===== src/rtl/mem_arb_pkg.sv =====
// rtl/mem_arb_pkg.sv - shared state, access-mode and constant definitions for mem_arbiter
package mem_arb_pkg;

    typedef enum logic [1:0] {
        ST_IDLE   = 2'd0,
        ST_IF_BUS = 2'd1,
        ST_D_BUS  = 2'd2,
        ST_RESP   = 2'd3
    } arb_state_t;

    localparam logic [2:0] MODE_WORD  = 3'b001;
    localparam logic [2:0] MODE_HALF  = 3'b010;
    localparam logic [2:0] MODE_BYTE  = 3'b011;
    localparam logic [2:0] MODE_UHALF = 3'b100;
    localparam logic [2:0] MODE_UBYTE = 3'b101;

    // Fetch result substituted when the memory never answers
    localparam logic [31:0] NOP_INSN = 32'h0000_0013;

    // A data access is legal when the mode is known and the address fits its size
    function automatic logic access_ok(input logic [2:0] mode, input logic [1:0] addr_lo);
        case (mode)
            MODE_WORD:              return (addr_lo == 2'b00);
            MODE_HALF, MODE_UHALF:  return !addr_lo[0];
            MODE_BYTE, MODE_UBYTE:  return 1'b1;
            default:                return 1'b0;
        endcase
    endfunction

endpackage


===== src/rtl/mem_arbiter_if.sv =====
// rtl/mem_arbiter_if.sv - fetch port, data port and memory bus of the arbiter
interface mem_arbiter_if #(parameter int DATA_WIDTH = 32);
    logic                    if_req;
    logic [DATA_WIDTH-1:0]   if_addr;
    logic [DATA_WIDTH-1:0]   if_rdata;
    logic                    if_ready;
    logic                    d_req;
    logic                    d_we;
    logic [2:0]              d_mode;
    logic [DATA_WIDTH-1:0]   d_addr;
    logic [DATA_WIDTH-1:0]   d_wdata;
    logic [DATA_WIDTH-1:0]   d_rdata;
    logic                    d_ready;
    logic                    d_err;
    logic                    mem_req;
    logic                    mem_we;
    logic [DATA_WIDTH-1:0]   mem_addr;
    logic [DATA_WIDTH-1:0]   mem_wdata;
    logic [DATA_WIDTH/8-1:0] mem_be;
    logic [DATA_WIDTH-1:0]   mem_rdata;
    logic                    mem_ack;

    modport slave (
        input  if_req, if_addr, d_req, d_we, d_mode, d_addr, d_wdata, mem_rdata, mem_ack,
        output if_rdata, if_ready, d_rdata, d_ready, d_err,
               mem_req, mem_we, mem_addr, mem_wdata, mem_be
    );

    modport master (
        output if_req, if_addr, d_req, d_we, d_mode, d_addr, d_wdata, mem_rdata, mem_ack,
        input  if_rdata, if_ready, d_rdata, d_ready, d_err,
               mem_req, mem_we, mem_addr, mem_wdata, mem_be
    );
endinterface


===== src/rtl/lane_align.sv =====
// rtl/lane_align.sv - store lane steering/byte enables and load lane extraction/extension
module lane_align
    import mem_arb_pkg::*;
(
    input  logic [2:0]  i_st_mode,
    input  logic [1:0]  i_st_addr_lo,
    input  logic [31:0] i_st_wdata,
    output logic [31:0] o_st_wdata,
    output logic [3:0]  o_st_be,
    input  logic [2:0]  i_ld_mode,
    input  logic [1:0]  i_ld_addr_lo,
    input  logic [31:0] i_ld_rdata,
    output logic [31:0] o_ld_data
);
    logic [7:0]  w_byte;
    logic [15:0] w_half;

    // Replicate narrow store data across lanes and enable only the addressed bytes
    always_comb begin
        o_st_wdata = i_st_wdata;
        o_st_be    = 4'b1111;
        case (i_st_mode)
            MODE_BYTE, MODE_UBYTE: begin
                o_st_wdata = {4{i_st_wdata[7:0]}};
                o_st_be    = 4'b0001 << i_st_addr_lo;
            end
            MODE_HALF, MODE_UHALF: begin
                o_st_wdata = {2{i_st_wdata[15:0]}};
                o_st_be    = 4'b0011 << i_st_addr_lo;
            end
            default: ;
        endcase
    end

    // Pick the addressed lane out of the read word and extend it to 32 bits
    always_comb begin
        case (i_ld_addr_lo)
            2'd0:    w_byte = i_ld_rdata[7:0];
            2'd1:    w_byte = i_ld_rdata[15:8];
            2'd2:    w_byte = i_ld_rdata[23:16];
            default: w_byte = i_ld_rdata[31:24];
        endcase
        w_half = i_ld_addr_lo[1] ? i_ld_rdata[31:16] : i_ld_rdata[15:0];
        case (i_ld_mode)
            MODE_BYTE:  o_ld_data = {{24{w_byte[7]}}, w_byte};
            MODE_UBYTE: o_ld_data = {24'h0, w_byte};
            MODE_HALF:  o_ld_data = {{16{w_half[15]}}, w_half};
            MODE_UHALF: o_ld_data = {16'h0, w_half};
            default:    o_ld_data = i_ld_rdata;
        endcase
    end
endmodule


===== src/rtl/mem_arbiter.sv =====
// rtl/mem_arbiter.sv - two-requester (fetch/data) single-port memory arbiter with timeout
module mem_arbiter #(
    parameter int DATA_WIDTH = 32,
    parameter int TIMEOUT    = 255
) (
    input  logic         clk,
    input  logic         rst_n,
    mem_arbiter_if.slave bus
);
    import mem_arb_pkg::*;

    localparam int            CW        = $clog2(TIMEOUT + 1);
    localparam logic [CW-1:0] WAIT_LAST = CW'(TIMEOUT - 1);

    arb_state_t            r_state;
    arb_state_t            w_next;
    logic                  r_last_data;
    logic                  r_is_data;
    logic                  r_err;
    logic                  r_we;
    logic [CW-1:0]         r_wait;
    logic [DATA_WIDTH-1:0] r_addr;
    logic [DATA_WIDTH-1:0] r_wdata;
    logic [DATA_WIDTH-1:0] r_if_rdata;
    logic [DATA_WIDTH-1:0] r_d_rdata;
    logic [3:0]            r_be;
    logic [2:0]            r_mode;
    logic [1:0]            r_lo;
    logic                  w_d_ok;
    logic                  w_pick_data;
    logic                  w_pick_if;
    logic                  w_busy;
    logic                  w_timeout;
    logic [31:0]           w_st_wdata;
    logic [31:0]           w_ld_data;
    logic [3:0]            w_st_be;

    assign w_d_ok      = access_ok(bus.d_mode, bus.d_addr[1:0]);
    // On a tie the side that did not win last time is served
    assign w_pick_data = bus.d_req && !(bus.if_req && r_last_data);
    assign w_pick_if   = bus.if_req && !w_pick_data;
    assign w_busy      = (r_state == ST_IF_BUS) || (r_state == ST_D_BUS);
    assign w_timeout   = (r_wait == WAIT_LAST);

    lane_align u_lane_align (
        .i_st_mode    (bus.d_mode),
        .i_st_addr_lo (bus.d_addr[1:0]),
        .i_st_wdata   (bus.d_wdata),
        .o_st_wdata   (w_st_wdata),
        .o_st_be      (w_st_be),
        .i_ld_mode    (r_mode),
        .i_ld_addr_lo (r_lo),
        .i_ld_rdata   (bus.mem_rdata),
        .o_ld_data    (w_ld_data)
    );

    // State register
    always_ff @(posedge clk or negedge rst_n) begin
        if (!rst_n) r_state <= ST_IDLE;
        else        r_state <= w_next;
    end

    // Next state: grant in IDLE, finish on ack or timeout, single response cycle
    always_comb begin
        w_next = r_state;
        case (r_state)
            ST_IDLE: begin
                if (w_pick_data)    w_next = w_d_ok ? ST_D_BUS : ST_RESP;
                else if (w_pick_if) w_next = ST_IF_BUS;
            end
            ST_IF_BUS, ST_D_BUS: if (bus.mem_ack || w_timeout) w_next = ST_RESP;
            default: w_next = ST_IDLE;
        endcase
    end

    // Capture the granted access, count wait cycles and latch results
    always_ff @(posedge clk or negedge rst_n) begin
        if (!rst_n) begin
            r_last_data <= 1'b1;
            r_is_data   <= 1'b0;
            r_err       <= 1'b0;
            r_we        <= 1'b0;
            r_wait      <= '0;
            r_addr      <= '0;
            r_wdata     <= '0;
            r_if_rdata  <= '0;
            r_d_rdata   <= '0;
            r_be        <= '0;
            r_mode      <= '0;
            r_lo        <= '0;
        end else begin
            case (r_state)
                ST_IDLE: begin
                    if (w_pick_data) begin
                        r_last_data <= 1'b1;
                        r_is_data   <= 1'b1;
                        r_err       <= !w_d_ok;
                        r_wait      <= '0;
                        r_addr      <= bus.d_addr & ~DATA_WIDTH'(3);
                        r_we        <= bus.d_we;
                        r_wdata     <= bus.d_we ? w_st_wdata : '0;
                        r_be        <= bus.d_we ? w_st_be : 4'hF;
                        r_mode      <= bus.d_mode;
                        r_lo        <= bus.d_addr[1:0];
                    end else if (w_pick_if) begin
                        r_last_data <= 1'b0;
                        r_is_data   <= 1'b0;
                        r_err       <= 1'b0;
                        r_wait      <= '0;
                        r_addr      <= bus.if_addr & ~DATA_WIDTH'(3);
                        r_we        <= 1'b0;
                        r_wdata     <= '0;
                        r_be        <= 4'hF;
                    end
                end
                ST_IF_BUS, ST_D_BUS: begin
                    if (bus.mem_ack) begin
                        if (r_is_data) r_d_rdata  <= w_ld_data;
                        else           r_if_rdata <= bus.mem_rdata;
                    end else if (w_timeout) begin
                        r_err <= r_is_data;
                        if (!r_is_data) r_if_rdata <= NOP_INSN;
                    end else begin
                        r_wait <= r_wait + CW'(1);
                    end
                end
                default: ;
            endcase
        end
    end

    // Outputs decoded from state and the captured access
    always_comb begin
        bus.mem_req   = w_busy;
        bus.mem_we    = r_we;
        bus.mem_addr  = r_addr;
        bus.mem_wdata = r_wdata;
        bus.mem_be    = r_be;
        bus.if_rdata  = r_if_rdata;
        bus.d_rdata   = r_d_rdata;
        bus.if_ready  = (r_state == ST_RESP) && !r_is_data;
        bus.d_ready   = (r_state == ST_RESP) && r_is_data;
        bus.d_err     = (r_state == ST_RESP) && r_is_data && r_err;
    end
endmodule


===== src/flat_wrapper.sv =====
// flat-port wrapper written by rule: the top's interface ports become plain ports
module mem_arbiter_flat import mem_arb_pkg::*;
#(
    parameter int DATA_WIDTH = 32,
    parameter int TIMEOUT    = 255
)
  (clk, rst_n, bus_if_req, bus_if_addr, bus_d_req, bus_d_we, bus_d_mode, bus_d_addr, bus_d_wdata, bus_mem_rdata, bus_mem_ack, bus_if_rdata, bus_if_ready, bus_d_rdata, bus_d_ready, bus_d_err, bus_mem_req, bus_mem_we, bus_mem_addr, bus_mem_wdata, bus_mem_be);
  mem_arbiter_if #(.DATA_WIDTH(DATA_WIDTH)) bus_i ();
  input  logic clk;
  input  logic rst_n;
  input wire logic [$bits(bus_i.if_req)-1:0] bus_if_req;
  input wire logic [$bits(bus_i.if_addr)-1:0] bus_if_addr;
  input wire logic [$bits(bus_i.d_req)-1:0] bus_d_req;
  input wire logic [$bits(bus_i.d_we)-1:0] bus_d_we;
  input wire logic [$bits(bus_i.d_mode)-1:0] bus_d_mode;
  input wire logic [$bits(bus_i.d_addr)-1:0] bus_d_addr;
  input wire logic [$bits(bus_i.d_wdata)-1:0] bus_d_wdata;
  input wire logic [$bits(bus_i.mem_rdata)-1:0] bus_mem_rdata;
  input wire logic [$bits(bus_i.mem_ack)-1:0] bus_mem_ack;
  output wire logic [$bits(bus_i.if_rdata)-1:0] bus_if_rdata;
  output wire logic [$bits(bus_i.if_ready)-1:0] bus_if_ready;
  output wire logic [$bits(bus_i.d_rdata)-1:0] bus_d_rdata;
  output wire logic [$bits(bus_i.d_ready)-1:0] bus_d_ready;
  output wire logic [$bits(bus_i.d_err)-1:0] bus_d_err;
  output wire logic [$bits(bus_i.mem_req)-1:0] bus_mem_req;
  output wire logic [$bits(bus_i.mem_we)-1:0] bus_mem_we;
  output wire logic [$bits(bus_i.mem_addr)-1:0] bus_mem_addr;
  output wire logic [$bits(bus_i.mem_wdata)-1:0] bus_mem_wdata;
  output wire logic [$bits(bus_i.mem_be)-1:0] bus_mem_be;
  assign bus_i.if_req = bus_if_req;
  assign bus_i.if_addr = bus_if_addr;
  assign bus_i.d_req = bus_d_req;
  assign bus_i.d_we = bus_d_we;
  assign bus_i.d_mode = bus_d_mode;
  assign bus_i.d_addr = bus_d_addr;
  assign bus_i.d_wdata = bus_d_wdata;
  assign bus_i.mem_rdata = bus_mem_rdata;
  assign bus_i.mem_ack = bus_mem_ack;
  assign bus_if_rdata = bus_i.if_rdata;
  assign bus_if_ready = bus_i.if_ready;
  assign bus_d_rdata = bus_i.d_rdata;
  assign bus_d_ready = bus_i.d_ready;
  assign bus_d_err = bus_i.d_err;
  assign bus_mem_req = bus_i.mem_req;
  assign bus_mem_we = bus_i.mem_we;
  assign bus_mem_addr = bus_i.mem_addr;
  assign bus_mem_wdata = bus_i.mem_wdata;
  assign bus_mem_be = bus_i.mem_be;
  mem_arbiter #(.DATA_WIDTH(DATA_WIDTH), .TIMEOUT(TIMEOUT)) u_core (.clk(clk), .rst_n(rst_n), .bus(bus_i));
endmodule

===== config.mk =====
export PLATFORM = sky130hd
export DESIGN_NAME = mem_arbiter_flat
export DESIGN_NICKNAME = d
export VERILOG_FILES = /design/src/rtl/mem_arb_pkg.sv /design/src/rtl/mem_arbiter_if.sv /design/src/rtl/lane_align.sv /design/src/rtl/mem_arbiter.sv /design/src/flat_wrapper.sv
export SDC_FILE = /design/constraint.sdc
export NUM_CORES = 1
export LEC_CHECK = 0
export BUFFER_PORTS_ARGS = -buffer_cell sky130_fd_sc_hd__buf_4
export CORE_MARGIN = 2
export CORE_UTILIZATION = 45
export CTS_CLUSTER_DIAMETER = 80
export DETAILED_ROUTE_END_ITERATION = 8
export PLACE_DENSITY = 0.74
export SYNTH_ARGS = -nofsm -noshare
export SYNTH_HDL_FRONTEND = slang
export SYNTH_SLANG_ARGS = --single-unit

===== constraint.sdc =====
create_clock -name clk -period 2.2 [get_ports clk]
set_input_delay 0.22 -clock clk [delete_from_list [all_inputs] [get_ports clk]]
set_output_delay 0.22 -clock clk [all_outputs]
set_load 0.01 [all_outputs]

# Yosys cells after proc, flatten, opt, wreduce, memory -nomap -nowiden
# Index checks and enable logic that the tools add are counted.
[word_totals]
out_inout_bits = 137
word_cells = 101
register_bits = 151
input_bits = 137
[classes]
eq_ne = 20
n_mux = 35
shift = 2
n_addsub = 1
n_bitwise = 1
n_reduce_logical = 29
[op_table]
columns = ["cell", "count"]
rows = [
  ["$mux W32", 9],
  ["$pmux W32 S4", 1],
  ["$pmux W32 S2", 1],
  ["$mux W8", 4],
  ["$pmux W8 S3", 1],
  ["$mux W16", 1],
  ["$pmux W8 S2", 1],
  ["$eq A3 B2 Y1 const B", 4],
  ["$eq A3 B3 Y1 const B", 4],
  ["$mux W4", 3],
  ["$add A8 B1 Y8 const B", 1],
  ["$eq A8 B8 Y1 const B", 1],
  ["$pmux W4 S2", 1],
  ["$reduce_and A4 Y1", 2],
  ["$mux W1", 7],
  ["$eq A2 B2 Y1 const B", 3],
  ["$logic_and A1 B1 Y1", 6],
  ["$logic_not A2 Y1", 3],
  ["$mux W2", 3],
  ["$reduce_and A2 Y1", 3],
  ["$reduce_and A3 Y1", 2],
  ["$reduce_bool A2 Y1", 3],
  ["$reduce_or A2 Y1", 3],
  ["$logic_not A1 Y1", 5],
  ["12 further kinds", 16],
]

# Logic depth before layout (Yosys ltp)
[logic_depth]
depth_word = 8
mapped_depth = 8
ltp_nobuf = 6

# Modules after synthesis
# From an unflattened synthesis, not the netlist that was laid out.
[unflattened]
hier_cells = 761
area_unflattened_um2 = 7759.9
[modules_own_cells]
columns = ["module", "area_per_inst_um2", "seq_area_each_um2", "cells_per_inst", "instances"]
rows = [
  ["mem_arbiter", 6288.5, 3729.8, 522, 1],
  ["lane_align", 1471.4, 0.0, 239, 1],
]

# Least setup slack after synthesis
# No wires, ideal clock.
[synth_path]
kind = "register -> register"
from = "register u_core.r_state[0]"
to = "register u_core.r_wait[4]"
period_less_slack_ns = 1.978
required_time_ns = 2.122
path_buffers = 2
setup_ns = 0.078
arrival_ns = 1.901
slack_ns = 0.222
stages_incl_launch_ff = 9
path_cell_list = "dfrtp_1 inv_1 ha_1 buf_2 nand2_1 o2111ai_1 buf_2 or4_1 a21oi_1"
[synth_between]
elab_chain_len = 4
elab_cells_between_ends = 10
cone_classes = "5 x eq/ne; 1 x mux; 4 x reduce/logical"
[synth_lines]
columns = ["element", "line_no", "rtl"]
rows = [
  ["from (decl)", "mem_arbiter.sv:15", "arb_state_t r_state;"],
  ["from (signal assigned)", "mem_arbiter.sv:60", "else r_state <= w_next;"],
  ["$eq A2 B2 Y1 / $eq A2 B1 Y1 (equally long branches)", "mem_arbiter.sv:92", "case (r_state)"],
  ["$reduce_or A2 Y1", "mem_arbiter.sv:92", ""],
  ["$ne A2 B2 Y1 (no line) / $reduce_bool A2 Y1 (equally long branches)", "n/a", ""],
  ["$reduce_and A4 Y1 (no line)", "n/a", ""],
  ["to (signal assigned)", "mem_arbiter.sv:124", "r_wait <= r_wait + CW'(1);"],
  ["to (decl)", "mem_arbiter.sv:21", "logic [CW-1:0] r_wait;"],
]
# Several ways; a longest one is shown, not always the timed one.
# A chain may end at the register's enable or synchronous reset.

# Worst setup path in the final report
[layout_path]
from = "register u_core.r_lo[0]"
to = "register u_core.r_d_rdata[22], in the netlist u_core.bus.d_rdata[22]"
[layout_between]
elab_chain_len = 3
elab_cells_between_ends = 5
cone_classes = "2 x eq/ne; 2 x mux; 1 x reduce/logical"
[layout_lines]
columns = ["element", "line_no", "rtl"]
rows = [
  ["from (decl)", "mem_arbiter.sv:28", "logic [1:0] r_lo;"],
  ["from (signal assigned)", "mem_arbiter.sv:104", "r_lo <= bus.d_addr[1:0];"],
  ["$eq A2 B2 Y1 (tied with other cells)", "lane_align.sv:37", "case (i_ld_addr_lo)"],
  ["$pmux W8 S3 *", "lane_align.sv:37", ""],
  ["$pmux W32 S4 *", "lane_align.sv:44", "case (i_ld_mode)"],
  ["to (signal assigned)", "mem_arbiter.sv:118", "if (r_is_data) r_d_rdata <= w_ld_data;"],
  ["to (decl)", "mem_arbiter.sv:25", "logic [DATA_WIDTH-1:0] r_d_rdata;"],
]
# Mark *: on every way between the ends. The rest lies on a longest branch, timed or not.

==> flow_summary.toml <==
[setup_path]
crit_fanout = 16
cpPeakStageDelay_ns = 0.63
end_kind = "flop"
worstPathRequired_ns = 2.47
crit_slowest_cell = "o21bai_2"
arrival_ns = 2.27
crit_chain = "mux2i_1, o22ai_2, o21bai_2, a21oi_1"
start_kind = "flop"
path_class = "reg2reg"

[floorplanning]
core-area_sq_um = 16500
row_count = 47
io_pins = 274
fp.dieH_microns = 133
fp.dieArea_sq_um = 17700
initial_core_util_pct = 45.6
die_w_microns = 133

[yosys]
synth_seq_cells = 149
synth.most_common_cell = "dfrtp_1"
synthXorXnorAreaFrac_pct = 0.350
synth_top_family_by_area = "compound AO/OA/AOI/OAI gates"
synth_common_cells = "dfrtp_1, nand2_1, mux2i_1"
synth-edff-count = 0
synthTopCellsByArea = "dfrtp_1, mux2i_1, nand2_1"
muxShareOfSynthArea_pct = 14.4
synth_area_leader_cell = "dfrtp_1"
synth_ff_type = "dfrtp_1"
synth_top_area_share_pct = 49.3
yosys.area_share.simple_pct = 13.2
ys_types = 60
synth_compound_area_share_pct = 15.6
synthAdderAreaFrac_pct = 0.833
synth.avg_cell_area_sq_um = 9.62
syn-instance-count = 780
ys_seq_area_share_pct = 49.7
synthArstFlopShare_pct = 100
ys_warn_count = 0
synth_area_sq_um = 7510

[clock_tree]
postCtsSetupBuffers = 0
clkSlewWorstSetupHoldPaths_ns = 0.06
cts_buffer_depth = 2
root_buffer = "clkbuf_16"
cts_tree = "yes"
clock_sinks = 149
cts_max_level = 4
clkLatencyLatePin_ns = 0.43
cts_buffers = 17

[routing]
drt_drc_violations_left = 0
via_per_inst = 5.34
wl_per_cell_microns = 17.4
drtIter0Drc = 468
drt-total-wl_microns = 22100
vias = 6788
dr.pass1.iters = 5
ant_nets = 0

[placed_design]
port_buffers = 269
place_hpwl_microns = 16400
post-place-ws_ns = 0.112
gp_congestion = 0.926
placed_area_sq_um = 9830

[final_layout]
n_antenna_cell = 0
fin_area_sq_um = 10400
nets = 1181
drive_gt1_share_pct = 33.9
area_growth_pct = 39.2

[global_routing]
grt_max_degree = 63
grt-ovfl-total = 0
grt_pass1_vias = 6641
grt_pass1_wl_microns = 35100
grt_antenna_before_repair = 0
grt_usage_pct = 25.1

[sta]
fin_crit_ns = 2.01
rsz0062_at_grt = "false"
max-slew-margin-rel_pct = 46.4
min_period_over_period_pct = 91.2
hold_viol = 0
max_freq_ghz = 0.498
fin_tns_setup_ns = 0
tightestPinTransition_ns = 0.795
setup_ws_ns = 0.193
clock_skew_ns = 0.00847
setup_viol = 0
slew_viol_final = 0

[pwr]
internal_power_uw = 9060
clock_power_share_pct = 20.4
power.leakage_uw = 0.00513
p_comb_share_pct = 46.1
switching_power_uw = 5640
vdd_drop_max_v = 0.000701
seqPwrFrac_pct = 33.5
sw_frac_of_total_pct = 38.3
p_per_area_nw_per_um2 = 1410

[flow_run]
max_cap_violations = 0

[run_status]
outcome = "complete, no violations"

[hold_path]
min_path_type = "in2reg"
[cell type report]
| type | count | area, sq um |
|---|---|---|
| clock buffer | 19 | 443 |
| sequential | 149 | 3730 |
| clock inverter | 12 | 154 |
| inverter | 42 | 158 |
| fill | 1414 | 6020 |
| tap | 220 | 275 |
| multi-input combinational | 530 | 3370 |
| timing repair buffer | 299 | 2320 |
[through the flow]
stage | utilization, % | instances | hold WS, ns | power, uW
3_5_place_dp | 59.7 | 1239 | 0.236 | 11700
2_1_floorplan | - | 781 | -0.0756 | 8500
4_1_cts | 63.4 | 1271 | 0.0278 | 14800
6_report | 63.4 | 1271 | 0.0391 | 14700
5_1_grt | 63.4 | 1271 | 0.0366 | 15600
3_3_place_gp | 59.7 | 1239 | 0.234 | 11600
[power groups by stage]
stage	sequential [uW]	combinational, uW	clock (uW)
6_report	4930	6780	3000
5_1_grt	5080	7380	3170
4_1_cts	4910	6820	3020
3_5_place_dp	4930	6820	0
3_3_place_gp	4910	6670	0
2_1_floorplan	5210	3290	0
[per-layer routing]
layer	share of wire [%]	wire length (microns)	track usage, %
met4	2.2	492	8.22
met3	7.8	1720	7.27
met1	41	9060	31.7
met5	0	0	0
met2	49	10900	41.8
[worst paths after layout]
check	startpoint	endpoint	slack, ns	cells after the start
max in group asynchronous	rst_n	u_core.r_last_data$_DFFE_PN1P_	1.23	3
min reg2reg	u_core.bus.mem_addr[16]$_DFFE_PN0P_	u_core.bus.mem_addr[16]$_DFFE_PN0P_	0.48	2
min in group asynchronous	rst_n	u_core.bus.d_rdata[6]$_DFFE_PN0P_	0.34	2
min	bus_d_wdata[6]	u_core.bus.mem_wdata[6]$_DFFE_PN0P_	0.04	2
max reg2reg	u_core.r_lo[0]$_DFFE_PN0P_	u_core.bus.d_rdata[22]$_DFFE_PN0P_	0.19	4
max	u_core.r_lo[0]$_DFFE_PN0P_	u_core.bus.d_rdata[22]$_DFFE_PN0P_	0.19	4
[what timing repair did]
item / CTS / global route
setup endpoints to repair: 0 / 3
hold endpoints to repair: 51 / 0
gates resized for setup: 0 / 2
hold buffers: 1 / 0
[cells in the final DEF (no fill, tap or decap), types with 14 or more instances in the layout]
| cell type | count |
|---|---|
| dfrtp_1 | 148 |
| buf_4 | 291 |
| a21oi_1 | 52 |
| nor2_1 | 58 |
| o21ai_0 | 67 |
| mux2i_1 | 95 |
| inv_1 | 42 |
| clkbuf_16 | 17 |
| o22ai_1 | 14 |
| nand2_1 | 111 |
[flip-flops by register name (all words and copies together) (netlist names), 2 cells and up]
signal and count:
u_core.bus.mem_addr 30, u_core.bus.mem_be 4, u_core.bus.mem_wdata 32, u_core.r_mode 3, u_core.bus.d_rdata 32, u_core.r_lo 2, u_core.r_state 2, u_core.bus.if_rdata 32
u_core.r_wait 8
[cells by family after synthesis]
kind of cell	count (synthesis)
adder cells (fa/ha/maj)	5
other	1
multiplexers	105
XOR/XNOR	3
buffers and inverters	102
AND/OR/NAND/NOR	227
flip-flops	149
AO/OA/AOI/OAI	188
[worst max-delay path: cells and delay by family (launching register included)]
kind               cells  cell delay [ns]
AOI/OAI and AO/OA      3             1.00
muxes                  1             0.28
DFF                    1             0.56
(Power assumes the default switching activity.)
